$ cat src/rtl/rv32_pkg.sv
// Shared constants for the RV32 multi-cycle controller: opcodes, FSM states,
// ALU operation codes and datapath select encodings.
package rv32_pkg;

  localparam logic [6:0] OP_LOAD   = 7'b0000011;
  localparam logic [6:0] OP_STORE  = 7'b0100011;
  localparam logic [6:0] OP_R      = 7'b0110011;
  localparam logic [6:0] OP_I      = 7'b0010011;
  localparam logic [6:0] OP_BRANCH = 7'b1100011;
  localparam logic [6:0] OP_JAL    = 7'b1101111;

  typedef enum logic [3:0] {
    FETCH, DECODE, MEMADR, MEMRD, MEMWB, MEMWR,
    EXER, EXEI, ALUWB, BRANCH, JAL, ILLEGAL
  } state_e;

  typedef enum logic [2:0] {
    ALU_ADD = 3'b000,
    ALU_SUB = 3'b001,
    ALU_AND = 3'b010,
    ALU_OR  = 3'b011,
    ALU_SLT = 3'b101
  } alu_ctrl_e;

  localparam logic [1:0] SRCA_PC    = 2'b00;
  localparam logic [1:0] SRCA_OLDPC = 2'b01;
  localparam logic [1:0] SRCA_RS1   = 2'b10;

  localparam logic [1:0] SRCB_RS2  = 2'b00;
  localparam logic [1:0] SRCB_IMM  = 2'b01;
  localparam logic [1:0] SRCB_FOUR = 2'b10;

  localparam logic [1:0] RES_ALUOUT = 2'b00;
  localparam logic [1:0] RES_RDATA  = 2'b01;
  localparam logic [1:0] RES_ALU    = 2'b10;

  // Immediate format is a pure function of the opcode, independent of state.
  function automatic logic [1:0] imm_src_of(input logic [6:0] op);
    case (op)
      OP_STORE:  return 2'b01;
      OP_BRANCH: return 2'b10;
      OP_JAL:    return 2'b11;
      default:   return 2'b00;
    endcase
  endfunction

endpackage

$ cat src/rtl/rv32_alu_dec.sv
// Funct-field decode for ALU instructions and branch-condition evaluation
// from the {N,Z,C,V} flags.
module rv32_alu_dec
  import rv32_pkg::*;
(
  input  logic [6:0] op,
  input  logic [2:0] funct3,
  input  logic       funct7b5,
  input  logic [3:0] alu_flg,
  output alu_ctrl_e  alu_ctrl,
  output logic       alu_illegal,
  output logic       br_taken,
  output logic       br_illegal
);

  logic flg_n, flg_z, flg_c, flg_v;
  assign {flg_n, flg_z, flg_c, flg_v} = alu_flg;

  // NOTE: every output gets a default before the case so no latch is inferred.
  always_comb begin
    alu_ctrl    = ALU_ADD;
    alu_illegal = 1'b0;
    case (funct3)
      3'b000:  alu_ctrl = (op == OP_R && funct7b5) ? ALU_SUB : ALU_ADD;
      3'b010:  alu_ctrl = ALU_SLT;
      3'b110:  alu_ctrl = ALU_OR;
      3'b111:  alu_ctrl = ALU_AND;
      default: alu_illegal = 1'b1;
    endcase
  end

  always_comb begin
    br_taken   = 1'b0;
    br_illegal = 1'b0;
    case (funct3)
      3'b000:  br_taken = flg_z;
      3'b001:  br_taken = !flg_z;
      3'b100:  br_taken = flg_n ^ flg_v;
      3'b101:  br_taken = !(flg_n ^ flg_v);
      3'b110:  br_taken = !flg_c;
      3'b111:  br_taken = flg_c;
      default: br_illegal = 1'b1;
    endcase
  end

endmodule

$ cat src/rtl/rv32_mc_ctrl.sv
// Moore-style main controller for a multi-cycle RV32 datapath: sequences
// fetch/decode/execute and raises an absorbing ILLEGAL state on bad encodings.
module rv32_mc_ctrl
  import rv32_pkg::*;
#(
  parameter int MEM_WAIT_EN = 1
) (
  input  logic       clk_i,
  input  logic       rst_ni,
  input  logic [6:0] op_i,
  input  logic [2:0] funct3_i,
  input  logic       funct7b5_i,
  input  logic [3:0] alu_flg_i,
  input  logic       mem_rdy_i,
  output logic       pc_we_o,
  output logic       ir_we_o,
  output logic       mem_we_o,
  output logic       reg_we_o,
  output logic       adr_src_o,
  output logic [1:0] alu_srcA_o,
  output logic [1:0] alu_srcB_o,
  output logic [1:0] result_src_o,
  output logic [1:0] imm_src_o,
  output logic [2:0] alu_ctrl_o,
  output logic       illegal_o
);

  state_e    state_q, state_d;
  alu_ctrl_e dec_alu_ctrl, alu_ctrl;
  logic      dec_alu_illegal, br_taken, br_illegal;
  logic      rdy;
  logic      pc_we, ir_we, mem_we, reg_we, illegal;

  assign rdy = (MEM_WAIT_EN != 0) ? mem_rdy_i : 1'b1;

  rv32_alu_dec u_alu_dec (
    .op          (op_i),
    .funct3      (funct3_i),
    .funct7b5    (funct7b5_i),
    .alu_flg     (alu_flg_i),
    .alu_ctrl    (dec_alu_ctrl),
    .alu_illegal (dec_alu_illegal),
    .br_taken    (br_taken),
    .br_illegal  (br_illegal)
  );

  // NOTE: state registers use non-blocking assignment so all flops update together.
  always_ff @(posedge clk_i or negedge rst_ni) begin
    if (!rst_ni) state_q <= FETCH;
    else         state_q <= state_d;
  end

  always_comb begin
    state_d      = state_q;
    pc_we        = 1'b0;
    ir_we        = 1'b0;
    mem_we       = 1'b0;
    reg_we       = 1'b0;
    illegal      = 1'b0;
    adr_src_o    = 1'b0;
    alu_srcA_o   = SRCA_PC;
    alu_srcB_o   = SRCB_RS2;
    result_src_o = RES_ALUOUT;
    alu_ctrl     = ALU_ADD;
    case (state_q)
      FETCH: begin
        alu_srcB_o   = SRCB_FOUR;
        result_src_o = RES_ALU;
        pc_we        = rdy;
        ir_we        = rdy;
        if (rdy) state_d = DECODE;
      end
      DECODE: begin
        alu_srcA_o = SRCA_OLDPC;
        alu_srcB_o = SRCB_IMM;
        case (op_i)
          OP_LOAD, OP_STORE: state_d = MEMADR;
          OP_R:              state_d = EXER;
          OP_I:              state_d = EXEI;
          OP_BRANCH:         state_d = BRANCH;
          OP_JAL:            state_d = JAL;
          default:           state_d = ILLEGAL;
        endcase
      end
      MEMADR: begin
        alu_srcA_o = SRCA_RS1;
        alu_srcB_o = SRCB_IMM;
        state_d    = (op_i == OP_STORE) ? MEMWR : MEMRD;
      end
      MEMRD: begin
        adr_src_o = 1'b1;
        if (rdy) state_d = MEMWB;
      end
      MEMWB: begin
        result_src_o = RES_RDATA;
        reg_we       = 1'b1;
        state_d      = FETCH;
      end
      MEMWR: begin
        adr_src_o = 1'b1;
        mem_we    = 1'b1;
        if (rdy) state_d = FETCH;
      end
      EXER, EXEI: begin
        alu_srcA_o = SRCA_RS1;
        alu_srcB_o = (state_q == EXEI) ? SRCB_IMM : SRCB_RS2;
        alu_ctrl   = dec_alu_ctrl;
        state_d    = dec_alu_illegal ? ILLEGAL : ALUWB;
      end
      ALUWB: begin
        reg_we  = 1'b1;
        state_d = FETCH;
      end
      BRANCH: begin
        alu_srcA_o = SRCA_RS1;
        alu_ctrl   = ALU_SUB;
        pc_we      = br_taken;
        state_d    = br_illegal ? ILLEGAL : FETCH;
      end
      JAL: begin
        alu_srcA_o = SRCA_OLDPC;
        alu_srcB_o = SRCB_FOUR;
        pc_we      = 1'b1;
        state_d    = ALUWB;
      end
      ILLEGAL: illegal = 1'b1;
      default: state_d = ILLEGAL;
    endcase
  end

  // Reset gates the write enables directly so an in-flight store is cut off
  // the instant rst_ni falls, not at the next clock edge.
  assign pc_we_o    = pc_we   & rst_ni;
  assign ir_we_o    = ir_we   & rst_ni;
  assign mem_we_o   = mem_we  & rst_ni;
  assign reg_we_o   = reg_we  & rst_ni;
  assign illegal_o  = illegal & rst_ni;
  assign alu_ctrl_o = alu_ctrl;
  assign imm_src_o  = imm_src_of(op_i);

endmodule

$ cat config.mk
export PLATFORM = sky130hd
export DESIGN_NAME = rv32_mc_ctrl
export DESIGN_NICKNAME = d
export VERILOG_FILES = /design/src/rtl/rv32_pkg.sv /design/src/rtl/rv32_alu_dec.sv /design/src/rtl/rv32_mc_ctrl.sv
export SDC_FILE = /design/constraint.sdc
export NUM_CORES = 1
export LEC_CHECK = 0
export CORE_MARGIN = 4
export CORE_UTILIZATION = 41
export CTS_CLUSTER_DIAMETER = 100
export DETAILED_ROUTE_END_ITERATION = 12
export PLACE_DENSITY = 0.79
export SETUP_SLACK_MARGIN = 0.1
export SLEW_MARGIN = 20
export SYNTH_ARGS = -nofsm -noshare
export SYNTH_HDL_FRONTEND = slang
export SYNTH_HIERARCHICAL = 1
export SYNTH_SLANG_ARGS = --single-unit
$ cat constraint.sdc
create_clock -name clk_i -period 1.78 [get_ports clk_i]
set_input_delay 0.356 -clock clk_i [delete_from_list [all_inputs] [get_ports clk_i]]
set_output_delay 0.356 -clock clk_i [all_outputs]
set_load 0.03 [all_outputs]
==> summary.txt, run 1 <==
Synthesis Warnings: 6
Seq/Total Area, Yosys: 12.68%
Largest net degree at the start of global routing: 12
Syn nets: 124
Run Error: [ERROR DPL-0038] Utilization greater than 100%, impossible to legalize
Clock buffer count from CTS: 3
Asr flop ratio synth: 100.0%
Yosys top cell by area: dfrtp_1
Cell Area, Synth: 789.5 µm²
Ranking of synthesized cells by area: dfrtp_1, clkbuf_8, nand2_1
Mean Syn Cell Area: 7.448 µm²
Die W: 51.88 µm
Yosys cell types: 45
EDFF count, synth: 0
Status: did not finish
Worst endpoint after global-route timing repair: pc_we_o
Clock Tree Buf Depth: 2
Dpl hpwl: 2.063 mm
Total of flip-flops plus latches after synthesis: 4
Boundary Pins: 35
H-tree depth: 1
I/O Buffers: 34
Classification of the worst endpoint: primary output
Top-area cell type share of the netlist area: 12.68%
Primary FF master, synth: dfrtp_1
FP Rows: 15
Mapped Cells: 106
Placed Cells: 187
GP Congestion: 0.9019
Root buf cell: clkbuf_4
Clk sinks: 4
Die Span Y: 51.88 µm
Last stage: global routing (5_1_grt)
Initial core utilization: 44.28%
kinds of logic after synthesis:
kind of cell              share of synthesized area, %
and+or+nand+nor                                  36.93
buffers and inverters                            13.79
muxes                                            1.268
xor gates and xnor gates                         8.399
DFF                                              12.68
AOI/OAI and AO/OA                                26.94
cells in the mapped netlist (3+ instances only):
library cell and n:
nand2_1 10, nor2_1 9, inv_1 6, nor3_1 6, nor2b_1 5, o22ai_1 5, a21oi_1 4, and2_1 4
dfrtp_1 4, xnor2_1 4, and3_1 3, buf_6 3, clkbuf_8 3, nor4_1 3
through the flow:
| stage | hold slack [ns] | TNS, ns | area, µm² | worst slack, ns | util (%) |
|---|---|---|---|---|---|
| after floorplan | 0.06041 | -0.2326 | 865.8 | -0.1259 | - |
| after global placement | 0.6508 | -1.561 | 1334 | -0.6944 | 74.81 |
| after detailed placement | 0.6581 | -1.851 | 1334 | -0.7499 | 74.81 |
| after CTS | 0.1679 | -0.4421 | 1642 | -0.2902 | 92.07 |
timing repair:
action                                  4_1_cts
endpoints found under the setup margin       16
hold buffers                                  0
pin swaps                                    24
resized for setup                            87
setup buffers                                16
==> inputs of run 2 (changes only) <==
Settings changed: CORE_AREA set to 4 4 65 67, CORE_MARGIN 4 to not set, CORE_UTILIZATION 41 to not set, CTS_CLUSTER_DIAMETER 100 to not set, DIE_AREA set to 0 0 69 71, PLACE_DENSITY 0.79 to not set, PLACE_DENSITY_LB_ADDON set to 0.15, SETUP_SLACK_MARGIN 0.1 to not set.
==> run 2 against run 1 <==
  * The flow now finishes, with violations (setup timing)
  * Synthesized cell count unchanged
  * Synthesized area did not move
==> summary.txt, run 2 <==
Status: complete, but fails checks
Violated checks: setup timing
Final Critical Period: 2.011 ns
Slew Limit Fails: 0
Root buf cell: clkbuf_8
Final Cycle Share: 113.0%
GRT Util Overall: 11.08%
Ranking of synthesized cells by area: dfrtp_1, clkbuf_8, nand2_1
I/O Buffers: 34 (unchanged)
Floorplan core area: 3633 µm²
Dpl hpwl: 2.186 mm (+6.0%)
DRC viols: 0
H-tree depth: 1 (unchanged)
# diodes: 0
Seq/Total Area, Yosys: 12.68% (unchanged)
Via count: 1096
Fin worst setup slack: -0.2305 ns
Worst min path class: in -> async
CP Cell Sequence: buf_6 > xnor3_1 > and2_4 > o31ai_2 > a21o_1 > a32oi_2 > nor3_4 > buf_6
CTS tree: done
Nature of the critical path endpoint: primary output
Total of flip-flops plus latches after synthesis: 4 (unchanged)
Setup TNS: -0.5154 ns
Pleak: 0.7757 nW
Max reg flops: 4
Global route total overflow: 0
Initial antenna violation count: 0
Most common cell after layout, fill and taps aside: buf_4
Commonest cells post-synth: nand2_1, nor2_1, inv_1, nor3_1
Fmax: 0.4974 GHz
Clk sinks: 4 (unchanged)
Average wire per cell in the routed design: 13.04 µm
Final Total Pwr: 2.740 mW
Die W: 69 µm (+33%)
Cell Area, Synth: 789.5 µm² (unchanged)
Slowest stage delay, CP: 0.37 ns
Slowest cell on the critical path: xnor3_1
Critical-path maximum fanout: 2
Crit start category: input port
DP Area: 1334 µm² (unchanged)
Top-area cell type share of the netlist area: 12.68% (unchanged)
Non-Filler Instances: 231
Most common cell in the synthesized netlist: nand2_1
Asr flop ratio synth: 100.0% (unchanged)
Clock buffer count from CTS: 3 (unchanged)
Number of max-cap violations: 0
FP Rows: 22 (+7)
Yosys top cell by area: dfrtp_1
Worst-Margin Slew: 0.2925 ns
EDFF count, synth: 0 (unchanged)
Synthesis Warnings: 6 (unchanged)
Placed Cells: 210 (+12%)
Die Span Y: 71 µm (+37%)
Critical Path AT: 1.65 ns
Crit path kind: in -> out
Clk_lat worst skew: 0.22 ns
Most frequent CP cell: buf_6
Mean Syn Cell Area: 7.448 µm² (unchanged)
Post-detailed-route via-to-cell ratio: 4.745
Req. time, crit path: 1.42 ns
Antenna-violating nets left: 0
Post-route cell area: 1754 µm²
Die area: 4899 µm²
Yosys cell types: 45 (unchanged)
Layout cells sized above 1: 60.66%
Power per cell area: 1562 nW/µm²
Clock Tree Buf Depth: 2 (unchanged)
Worst vdd ir: 0.0004296 V
Largest net degree at the start of global routing: 14
Layout area overhead: 122.2%
Initial core utilization: 21.73% (-23 points)
First-pass GRT wire length: 4.664 mm
Final WL: 3.013 mm
Boundary Pins: 35 (unchanged)
Primary FF master, synth: dfrtp_1
RSZ-0062 raised after global routing: yes
Syn nets: 124 (unchanged)
Largest Register: state_q
Final Setup Violations: 7
Clock slew at reported path FFs: 0.03 ns
Final core occ: 48.28%
Mapped Cells: 106 (unchanged)
Number of nets in the layout: 203
Post-Route Skew: 0.001613 ns
Vias in the first global route: 1050
TritonRoute pass-1 iters: 4
Max-slew headroom: 80.24%
GP Congestion: 0.7468 (-17%)
DR iter-0 viols: 32
Most frequent cells in the layout: buf_4, buf_6, dlygate4sd2_1, nor2_1, nand2_1
Final hold viol count: 0
Largest regs: state_q x4
==> run 2: cell counts after synthesis <==
No cell type changed its count.
==> run 2: repair_timing <==
action | CTS | global route
pin swaps | 12 | 16
setup endpoints to repair | 11 | 13
hold buffers | 0 | 0
gates resized for setup | 44 | 39
gates cloned | 0 | 1
setup buffers | 8 | 10
==> run 2: cell families (layout without fill, tap and decap cells) <==
kind of cell    Yosys count  in the layout  share of synthesized area, %
mux                       1              1                         1.268
buf+inv                  14             91                         13.79
compound gates           29             29                         26.94
flops                     4              4                         12.68
simple gates             52             52                         36.93
xor+xnor                  6              6                         8.399
==> run 2: per-layer routing <==
| metal | track usage (%) | wire length (µm) | vias to the layer above |
|---|---|---|---|
| met4 | 2.603 | 23 | 0 |
| met2 | 20.66 | 1630 | 25 |
| met1 | 13.42 | 1262 | 510 |
| li1 | - | - | 555 |
| met3 | 1.420 | 96 | 6 |
| met5 | 0 | 0 | - |
==> run 2: path summary, 6_finish.rpt <==
kind                               to  slack (ns)  depth (start not counted)        start
max                           pc_we_o       -0.23                          8  funct3_i[0]
min                        state_q[0]        0.46                          2       rst_ni
max reg2reg                state_q[0]        0.16                          7   state_q[1]
min reg2reg                state_q[0]        0.68                          2   state_q[2]
max in group asynchronous  state_q[2]        1.20                          2       rst_ni
min in group clk_i         state_q[0]        0.68                          2   state_q[2]
==> run 2: area by class of cell <==
cell class,count,area (µm²)
clock buffer,3,41.29
fill,374,1879
inverter,6,28.78
multi-input combinational,88,765.7
sequential,4,102.6
tap,48,60.06
timing repair buffer,82,755.7
==> run 2: stage by stage <==
step / hold WS (ns) / worst slack [ns]
floorplan: 0.06041 / -0.1302
global placement: 0.6561 / -0.7080
detailed placement: 0.6607 / -0.7145
CTS: 0.4389 / -0.3350
global route: 0.4856 / -0.2821
finish: 0.4603 / -0.2305
==> run 2: worst max-delay path: cells and delay by family <==
kind                   cells  cell delay [ns]
buffers and inverters      2             0.22
XOR/XNOR                   1             0.37
AND/OR/NAND/NOR            2             0.29
AO/OA/AOI/OAI              3             0.43
==> run 2: report_power, final <==
part	switching, mW	internal (mW)
logic	1.14	1.23
clock network	0.0460	0.144
registers	0.0411	0.140
total	1.23	1.51
Power figures use the tool's default switching activity.
==> RTL edit 1: new RTL, config.mk and constraints of run 2 <==
Re-encode `state_e` (12 states) as one-hot, 12 bits wide.
--- a/src/rtl/rv32_pkg.sv
+++ b/src/rtl/rv32_pkg.sv
@@ -11,5 +11,5 @@
 
-  typedef enum logic [3:0] {
-    FETCH, DECODE, MEMADR, MEMRD, MEMWB, MEMWR,
-    EXER, EXEI, ALUWB, BRANCH, JAL, ILLEGAL
+  typedef enum logic [11:0] {
+    FETCH = 12'b000000000001, DECODE = 12'b000000000010, MEMADR = 12'b000000000100, MEMRD = 12'b000000001000, MEMWB = 12'b000000010000, MEMWR = 12'b000000100000,
+    EXER = 12'b000001000000, EXEI = 12'b000010000000, ALUWB = 12'b000100000000, BRANCH = 12'b001000000000, JAL = 12'b010000000000, ILLEGAL = 12'b100000000000
   } state_e;
Function: no difference found for any inputs over 10 cycles, from zero or initial values and one cycle with rst_ni low; not proved beyond that.
==> RTL edit 1 against run 2 <==
The run still ends with setup timing left; area after synthesis grew 32%; worst setup slack got worse by 0.22 ns; global-route usage is 4.6 points higher; cell area up 33%; wire length grew 29%; sequential cell count rose by 8; critical endpoint unchanged.
Power is left out: it rests on default switching activity, and per cell area and clock period it moved more than threefold.
==> RTL edit 1: results (changes against run 2) <==
| Metric | Value |
|---|---|
| Outcome | `complete, but fails checks (unchanged)` |
| Failing checks | `setup timing (unchanged)` |
| Relative slew slack | `0.730 (was 0.802)` |
| Layout cells sized above 1 | `0.621 (was 0.607)` |
| Syn_nets | `140 (was 124)` |
| Setup ws final | `-0.447 ns (was -0.231 ns)` |
| GP Congestion | `0.902 (was 0.747)` |
| Layout Nets | `243 (was 203)` |
| Crit path launch | `state_q[8]$_DFFE_PN0P_ (was funct3_i[0])` |
| Post-CTS resize count | `63 (was 44)` |
| Global-route wire length before repair | `6280 µm (was 4660 µm)` |
| Final Non-Filler Cells | `272 (was 231)` |
| Slowest CP cell | `dfrtp_1 (was xnor3_1)` |
| Metal2 WL | `2100 µm (was 1630 µm)` |
| Worst-path fanout max | `3 (was 2)` |
| Fin Setup TNS | `-5.18 ns (was -0.515 ns)` |
| Fill count | `305 (was 374)` |
| Met2 GRT Util | `0.291 (was 0.207)` |
| Worst skew pair latency | `0.25 ns (was 0.22 ns)` |
| Worst R2R Start | `state_q[0]$_DFFE_PN1P_ (was state_q[1]$_DFFE_PN0P_)` |
| Worst R2R End | `state_q[11]$_DFFE_PN0P_ (was state_q[0]$_DFFE_PN0P_)` |
| Vias in the first global route | `1388 (was 1050)` |
| Worst Skew | `0.00400 ns (was 0.00161 ns)` |
| Setup violators final | `17 (was 7)` |
| 1st-iter DRT viols | `54 (was 32)` |
| Final HPWL DP | `2810 µm (was 2190 µm)` |
| Commonest cells post-synth | `13 x nand2_1, 12 x nor2_1, 11 x dfrtp_1 (was 10 x nand2_1, 9 x nor2_1, 6 x inv_1, 6 x nor3_1)` |
| Setup Fix Bufs, Post-CTS | `16 (was 8)` |
| Met3 GRT Util | `0.0313 (was 0.0142)` |
| Area after DPL | `1810 µm² (was 1330 µm²)` |
| Largest cells by area after synthesis | `dfrtp_1 26%, nand2_1 4.7%, nor2_1 4.3%, nor4b_1 4.2%, nor4_4 4.1% (was dfrtp_1 13%, clkbuf_8 5.2%, nand2_1 4.8%, xnor2_1 4.4%, nor2_1 4.3%)` |
| Grt met1 use | `0.171 (was 0.134)` |
| Worst reg2reg path depth | `8 (was 7)` |
| WL met1 | `1470 µm (was 1260 µm)` |
| DR vias/cell | `4.88 (was 4.74)` |
| CP max stage delay | `0.44 ns (was 0.37 ns)` |
| Largest net degree at the start of global routing | `13 (was 14)` |
| Initial Util | `0.287 (was 0.217)` |
| Total Routing Usage GR | `0.157 (was 0.111)` |
| Placed cells | `249 (was 210)` |
-- RTL edit 1: cell count changes in the layout (fill, tap and decap cells not counted), sizes merged, moves of 3 or more --
cell,before,now
nor4b,0,5
nand2,10,15
nand3,1,8
xnor2,4,1
buf,67,84
nor2,9,12
clkdlybuf4s50,3,9
nor4,3,6
nand4,1,6
o21ai,2,7
o22ai,5,0
xor2,1,4
dfrtp,4,11
-- RTL edit 1: final cells by class --
type	count	area share
Inverter	5	0.00806
Multi-Input combinational cell	102	0.423
Tap cell	48	0.0258
Sequential cell	12	0.131
Timing Repair Buffer	101	0.389
Clock buffer	4	0.0236
-- RTL edit 1: worst min-delay path by stage --
stage,to,slack (ns),cells past startpoint
final,state_q[1]$_DFFE_PN0P_,0.50,2
after global placement,state_q[5]$_DFFE_PN0P_,0.59,2
after detailed placement,state_q[5]$_DFFE_PN0P_,0.64,2
after global routing,state_q[1]$_DFFE_PN0P_,0.52,2
after floorplan,state_q[10]$_DFFE_PN0P_,0.06,0
after CTS,state_q[1]$_DFFE_PN0P_,0.50,2
-- RTL edit 1: worst register-to-register path, delay by kind of cell, from the launching register on --
family,cells,cell delay (ns)
AOI/OAI and AO/OA,2,0.29
and+or+nand+nor,3,0.74
buffers and inverters,3,0.38
DFF,1,0.56
-- RTL edit 1: cells by family after synthesis --
logic type,after synthesis,synth area share
AO/OA/AOI/OAI,18,0.133
XOR/XNOR,6,0.0635
buffers and inverters,8,0.0372
flip-flops,12,0.289
multiplexers,1,0.00959
AND/OR/NAND/NOR,77,0.468
-- RTL edit 1: metrics by stage --
stage / utilization / worst slack (ns)
after floorplan: - / -0.481
after global placement: 0.497 / -0.664
after detailed placement: 0.497 / -0.679
after CTS: 0.609 / -0.394
after global routing: 0.641 / -0.507
final: 0.641 / -0.447
==> RTL edit 2: new RTL, flow settings as in run 2 <==
Without the edit above. Change the parameter `MEM_WAIT_EN` from 1 to 0.
--- a/src/rtl/rv32_mc_ctrl.sv
+++ b/src/rtl/rv32_mc_ctrl.sv
@@ -5,3 +5,3 @@
 #(
-  parameter int MEM_WAIT_EN = 1
+  parameter int MEM_WAIT_EN = 0
 ) (
Function: changed (Yosys sat finds a counterexample within 4 cycles, from zero or initial values and one cycle with rst_ni low).
==> RTL edit 2 against run 2 <==
The run still ends with setup timing left; area after synthesis decreased by 12%; sequential power is 22% higher; critical path depth fell by 1; wire length down 22%; worst setup slack improved by 0.077 ns; power down 28%; sequential cell count is the same; cell area shrank 24%; critical path type unchanged; critical endpoint unchanged.
==> RTL edit 2: results (changes against run 2) <==
| Metric | Value |
|---|---|
| Distinct cells, synth | `38 (was 45)` |
| Global-route wire length before repair | `3950 µm (was 4660 µm)` |
| Worst hold slack | `0.200 ns (was 0.460 ns)` |
| Largest net degree at the start of global routing | `13 (was 14)` |
| Layout Nets | `168 (was 203)` |
| Layout cells sized above 1 | `0.534 (was 0.607)` |
| Worst EP arrival | `1.58 ns (was 1.65 ns)` |
| Commonest cells post-synth | `10 x nor2_1, 5 x and3_1, 5 x nand2b_1, 5 x nor2b_1 (was 10 x nand2_1, 9 x nor2_1, 6 x inv_1, 6 x nor3_1)` |
| Post-synthesis sequential area ratio | `0.143 (was 0.127)` |
| GP Congestion | `0.796 (was 0.747)` |
| Leakage | `0.611 nW (was 0.776 nW)` |
| Failing checks | `setup timing (unchanged)` |
| Final wirelength | `2360 µm (was 3010 µm)` |
| Worst reg2reg path depth | `6 (was 7)` |
| CP top delay family | `XOR/XNOR gates (was compound AO/OA/AOI/OAI gates)` |
| Setup violators final | `1 (was 7)` |
| Detailed Routing Iterations Pass 1 | `3 (was 4)` |
| Largest cells by area after synthesis | `dfrtp_1 14%, nor2_1 5.4%, and3_1 4.5%, nand2b_1 4.5%, nor2b_1 4.5% (was dfrtp_1 13%, clkbuf_8 5.2%, nand2_1 4.8%, xnor2_1 4.4%, nor2_1 4.3%)` |
| R2R Setup Slk | `0.27 ns (was 0.16 ns)` |
| Slew @ Worst Pin | `0.225 ns (was 0.293 ns)` |
| # port buffers | `33 (was 34)` |
| Placed cells | `191 (was 210)` |
| 1st-iter DRT viols | `23 (was 32)` |
| Worst-path fanout max | `1 (was 2)` |
| Crit path launch | `alu_flg_i[3] (was funct3_i[0])` |
| Outcome | `complete, but fails checks (unchanged)` |
| Vias in the first global route | `884 (was 1050)` |
| Setup ws final | `-0.154 ns (was -0.231 ns)` |
| VDD IR-drop max | `0.555 mV (was 0.430 mV)` |
==> RTL edit 2: worst reg2reg max path: cells and delay by family (launching register included) <==
kind	cells	cell delay (ns)
buffers and inverters	2	0.33
DFF	1	0.38
AOI/OAI and AO/OA	4	0.67
==> RTL edit 2: kinds of logic after synthesis <==
logic type	Yosys count	synth area share
muxes	2	0.0305
DFF	4	0.143
and+or+nand+nor	53	0.452
xor gates and xnor gates	5	0.0824
buffers and inverters	9	0.0645
AOI/OAI and AO/OA	22	0.228
==> RTL edit 2: cell type report <==
| class | instances | area (µm²) |
|---|---|---|
| clock buffer | 3 | 41.3 |
| sequential | 4 | 103 |
| multi-input combinational | 82 | 654 |
| inverter | 2 | 7.51 |
| timing repair buffer | 57 | 470 |
| fill | 401 | 2300 |
| tap | 48 | 60.1 |
==> RTL edit 2: metrics by stage <==
stage	power, mW	worst slack, ns	cell area, µm²	util	TNS (ns)
2_1_floorplan	1.18	-0.133	724	-	-0.133
3_3_place_gp	1.66	-0.689	1200	0.330	-2.01
3_5_place_dp	1.67	-0.708	1200	0.330	-2.03
4_1_cts	1.90	-0.176	1270	0.351	-0.176
5_1_grt	2.14	-0.220	1340	0.368	-0.267
6_report	1.97	-0.154	1340	0.368	-0.154
==> RTL edit 2: per-layer routing <==
metal  global-route usage  wire length, µm
met3               0.0270              116
met4               0.0130                0
met2                0.159             1210
met5                    0                0
met1                0.122             1030
==> RTL edit 2: repair_timing <==
item,CTS,global route
hold endpoints to repair,0,1
buffers inserted,0,1
hold buffers,0,1
endpoints found under the setup margin,8,13
pin swaps,12,3
resized for setup,47,24
==> RTL edit 2: power by group <==
part	internal (mW)	leakage, nW	switching (mW)
Clock	0.144	0.0216	0.0414
Sequential	0.146	0.0463	0.0737
Combinational	0.719	0.543	0.848
Total	1.01	0.611	0.963
